**config.mk**
```make
export PLATFORM = sky130hd
export DESIGN_NAME = cdb_arbiter
export DESIGN_NICKNAME = d
export VERILOG_FILES = /design/src/rtl/cdb_arbiter.sv
export SDC_FILE = /design/constraint.sdc
export NUM_CORES = 1
export LEC_CHECK = 0
export CAP_MARGIN = 25
export CORE_ASPECT_RATIO = 1.75
export CORE_UTILIZATION = 33
export CTS_BUF_LIST = sky130_fd_sc_hd__clkbuf_16
export DETAILED_ROUTE_END_ITERATION = 10
export GPL_TIMING_DRIVEN = 0
export PLACE_DENSITY_LB_ADDON = 0.12
export SKIP_CTS_REPAIR_TIMING = 1
export SYNTH_ARGS = -nofsm -noshare
export SYNTH_HDL_FRONTEND = slang
export SYNTH_SLANG_ARGS = --single-unit
```
**constraint.sdc**
```tcl
create_clock -name clk -period 5.7 [get_ports clk]
set_clock_uncertainty 0.2 [all_clocks]
set_input_delay 0.855 -clock clk [delete_from_list [all_inputs] [get_ports clk]]
set_output_delay 0.855 -clock clk [all_outputs]
set_load 0.02 [all_outputs]
```
**src/rtl/cdb_arbiter.sv**
```systemverilog
// rtl/cdb_arbiter.sv - round-robin arbiter driving the registered common data bus
// Optional build macro CDB_ARB_PERF_EN adds broadcast / conflict performance counters.
module cdb_arbiter #(
  parameter int NUM_REQ    = 4,
  parameter int TAG_WIDTH  = 3,
  parameter int DATA_WIDTH = 32,
  parameter int TAG_FREE   = 0
) (
  input  logic                            clk,
  input  logic                            rst,
  input  logic                            flush,
  input  logic [NUM_REQ-1:0]              req_valid,
  input  logic [NUM_REQ*TAG_WIDTH-1:0]    req_tag,
  input  logic [NUM_REQ*DATA_WIDTH-1:0]   req_data,
  output logic [NUM_REQ-1:0]              gnt,
`ifdef CDB_ARB_PERF_EN
  output logic [31:0]                     perf_bcast_cnt,
  output logic [31:0]                     perf_conflict_cnt,
`endif
  output logic                            cdb_valid,
  output logic [TAG_WIDTH-1:0]            cdb_tag,
  output logic [DATA_WIDTH-1:0]           cdb_data
);

  localparam int PTR_W = (NUM_REQ > 1) ? $clog2(NUM_REQ) : 1;
  localparam logic [TAG_WIDTH-1:0] FREE_TAG = TAG_WIDTH'(TAG_FREE);
  localparam logic [PTR_W-1:0]     LAST_IDX = PTR_W'(NUM_REQ - 1);

  logic [PTR_W-1:0]      rr_ptr;
  logic [PTR_W-1:0]      scan_idx;
  logic [PTR_W-1:0]      sel_idx;
  logic [PTR_W-1:0]      next_ptr;
  logic                  sel_hit;
  logic [TAG_WIDTH-1:0]  sel_tag;
  logic [DATA_WIDTH-1:0] sel_data;

  logic [TAG_WIDTH-1:0]  tag_arr  [NUM_REQ];
  logic [DATA_WIDTH-1:0] data_arr [NUM_REQ];

  for (genvar i = 0; i < NUM_REQ; i++) begin : g_unpack
    assign tag_arr[i]  = req_tag[i*TAG_WIDTH +: TAG_WIDTH];
    assign data_arr[i] = req_data[i*DATA_WIDTH +: DATA_WIDTH];
  end

  // First valid requester at or after rr_ptr, wrapping; reset and flush suppress any grant.
  always_comb begin
    gnt      = '0;
    sel_hit  = 1'b0;
    sel_idx  = '0;
    scan_idx = '0;
    if (rst && !flush) begin
      for (int k = 0; k < NUM_REQ; k++) begin
        scan_idx = PTR_W'((int'(rr_ptr) + k) % NUM_REQ);
        if (!sel_hit && req_valid[scan_idx]) begin
          sel_hit = 1'b1;
          sel_idx = scan_idx;
        end
      end
    end
    if (sel_hit) begin
      gnt[sel_idx] = 1'b1;
    end
  end

  always_comb begin
    next_ptr = (sel_idx == LAST_IDX) ? '0 : sel_idx + PTR_W'(1);
    sel_tag  = tag_arr[sel_idx];
    sel_data = data_arr[sel_idx];
  end

  // A grant carrying the free tag is consumed but leaves the bus idle.
  always_ff @(posedge clk) begin
    if (!rst) begin
      rr_ptr    <= '0;
      cdb_valid <= 1'b0;
      cdb_tag   <= FREE_TAG;
      cdb_data  <= '0;
    end else begin
      if (sel_hit) begin
        rr_ptr <= next_ptr;
      end
      if (sel_hit && (sel_tag != FREE_TAG)) begin
        cdb_valid <= 1'b1;
        cdb_tag   <= sel_tag;
        cdb_data  <= sel_data;
      end else begin
        cdb_valid <= 1'b0;
        cdb_tag   <= FREE_TAG;
        cdb_data  <= '0;
      end
    end
  end

`ifdef CDB_ARB_PERF_EN
  always_ff @(posedge clk) begin
    if (!rst) begin
      perf_bcast_cnt    <= '0;
      perf_conflict_cnt <= '0;
    end else begin
      if (cdb_valid) begin
        perf_bcast_cnt <= perf_bcast_cnt + 32'd1;
      end
      if (!flush && ($countones(req_valid) > 1)) begin
        perf_conflict_cnt <= perf_conflict_cnt + 32'd1;
      end
    end
  end
`endif

endmodule

```
==> results of run 1 <==
[tightest hold or removal path: stages, from the launching register on]
cell and delay (ns):
dfxtp_1 0.33, nand2_1 0.07, o21bai_1 0.06
[area by class of cell]
cell class | count | area, um2
buffer | 16 | 114
clock buffer | 5 | 125
clock inverter | 3 | 63.8
fill | 557 | 2180
inverter | 5 | 18.8
multi-input combinational | 110 | 1360
sequential | 38 | 761
tap | 82 | 103
timing repair buffer | 186 | 1860
[registers in the layout, summed over array words and instances, names as in the netlist]
name and count:
cdb_data 32, cdb_tag 3, cdb_valid 1, rr_ptr 2
[path summary, 6_finish.rpt]
check	start	endpoint	slack [ns]
hold reg to reg	rr_ptr[0]	rr_ptr[0]	0.31
setup / recovery	req_valid[2]	gnt[2]	0.94
hold / removal	rr_ptr[0]	rr_ptr[0]	0.31
setup reg to reg	rr_ptr[1]	cdb_data[28]	3.07
[per-stage QoR]
step	hold WS [ns]	utilization, %	setup slack, ns	cell area, um2	std cells
after floorplan	0.258	-	2.27	2260	169
after global placement	0.271	64.1	0.964	4220	437
after detailed placement	0.289	64.1	0.918	4220	437
after CTS	0.296	66.9	0.907	4410	445
after global routing	0.336	66.9	0.727	4410	445
final	0.306	66.9	0.941	4410	445
[report_power, final]
group,leakage [nW],total (mW),switching (mW),internal [mW]
Combinational,1.19,0.282,0.0974,0.185
Sequential,0.312,0.296,0.00639,0.289
Clock,0.0915,0.350,0.101,0.249
[per-layer routing]
| layer | part of all wire [%] | vias up | wire length [um] |
|---|---|---|---|
| met5 | 0 | - | 0 |
| met4 | 2.9 | 0 | 203 |
| met3 | 8.6 | 16 | 609 |
| met2 | 56 | 132 | 3950 |
| met1 | 33 | 1007 | 2320 |
| li1 | - | 1035 | - |
[cells by family (layout without fill, tap and decap cells)]
kind of cell | after synthesis | count (layout) | share of synthesized area, %
muxes | 37 | 37 | 35.3
buffers and inverters | 21 | 215 | 5.88
and+or+nand+nor | 26 | 26 | 6.27
DFF | 38 | 38 | 33.7
AOI/OAI and AO/OA | 43 | 43 | 16.6
adders and majority gates | 4 | 4 | 2.22
[layout by cell type, fill, tap and decap left out, types with 5 or more instances in the layout]
cell type | netlist | routed
clkdlybuf4s50_1 | 0 | 186
dfxtp_1 | 38 | 38
mux4_2 | 34 | 34
a21boi_0 | 20 | 20
a21boi_2 | 9 | 9
and2_1 | 8 | 8
nand2_1 | 6 | 6
buf_2 | 6 | 6
clkbuf_16 | 0 | 5
[synth_stat cells (all sizes together) (2+ instances only)]
master  count
ha          4
and2        8
inv         4
mux2i       3
nor2        4
nand2       6
clkbuf      3
a221o       2
mux4       34
nor2b       4
o21ai       3
o21bai      2
buf        13
a21boi     32
dfxtp      38
==> run metrics, run 1 <==
Top delay family on crit path buffers and inverters; Core ar. 6590 um2; register area share after synthesis 33.7%; WHS Path Cells 2; via count 2190; DRT iter0 DRCs 62; highest-delay cell along the critical path clkdlybuf4s50_1; Clk Latency, worst-skew pair 0.27 ns; synth unique cells 30; CTS H-Tree Depth 2; EDFF count, synth 0; die area roughly 7200 um2; Ports 187; Layout area overhead 95.5%; M1 GR Usage 19.5%; fraction of post-synthesis cell area in the top cell type by area 33.9%; WP buf/inv 5; Nets 513; # rows 39; syn_nets 320; critical path depth 11; Synth Flop Type dfxtp_1; GPL Wtd Cong 0.817; crit path cell chain clkdlybuf4s50_1, mux2i_1, nor2_1, nor3_1, and2_1, buf_4, buf_2, inv_1, ha_1, and2_1, clkdlybuf4s50_1; cell taking the most area after synthesis mux4_2; Slew Limit Fails 0; pwr dens 210 nW/um2; P_leak between 1.5 and 2 nW; Setup CP Type in2out; Num CTS Buffers 5; CTS tree built; final setup TNS 0 ns; CTS Buffer Depth 2; HPWL after detailed placement 5950 um; Clk pin slew, worst setup/hold paths around 0.06 ns; normalized max-slew margin 71.2%; main area contributors after synthesis mux4_2, dfxtp_1, a21boi_0, a21boi_2, and2_1; Critical Path Sink Type primary output; # Max-Cap Violations 0; Initial DRT Pass Iterations 4; grt ovf 0; I/O Buffers ~190; unrepaired setup endpoints after global routing false; largest net degree at the start of global routing 13; post-route total power around 0.93 mW; syn avg cell area between 10 and 15 um2; grt met3 use 5.43%; Highest Clock Rate 210 MHz; DRC 0; initial antenna violation count 0; Initial Utilization 34.2%; global-route wire length before repair 11200 um; Via density 4.92; diode count 0; Die Y 111 um; mapped cell area roughly 2300 um2; nature of the critical path startpoint input pin; busiest grt layer met2; WL final 7080 um; status finished, final reports clean; met2 Usage GRT 38.8%; Cells after Synth 169; clk sinks 38; endpoints failing setup 0; class of the worst hold path reg2reg; WL per Instance 15.9 um; CP required 4.64 ns; final hold vios 0; layout cell share with drive strength beyond 1 a little under a fifth; Die Width 64.5 um; Synth warnings 0; Root Driver clkbuf_16; delay of the slowest critical-path stage 0.55 ns; Final period util 83.5%; ANT nets after route 0; fin crit period 4.76 ns; arrival time at the worst endpoint approximately 3.7 ns; Yosys reg bits 38; Tot GR Track Use 20.2%; VDD IR-drop max ~0.13 mV; Worst R2R Path Depth 8; asr flop ratio synth 0%; actual slew at the worst max-slew pin 0.429 ns; critical path peak fanout 11; vias in the first global route 2388
No activity file was read; power rests on OpenSTA's default activity.
==> run 2: changes to the inputs <==
==> constraint.sdc (replaced) <==
create_clock -name clk -period 4.8 [get_ports clk]
set_clock_uncertainty 0.2 [all_clocks]
set_input_delay 0.72 -clock clk [delete_from_list [all_inputs] [get_ports clk]]
set_output_delay 0.72 -clock clk [all_outputs]
set_load 0.02 [all_outputs]
==> results of run 2 <==
Same layout as run 1 (identical final DEF). Status: finished, final reports clean.
Among the figures that moved: setup slack after placement 0.918 ns -> 0.288 ns; setup slack after layout 0.941 ns -> 0.311 ns; register-to-register setup slack 3.07 ns -> 2.17 ns; total power 0.927 mW -> 1.10 mW; worst IR drop on VDD 0.127 mV -> 0.151 mV
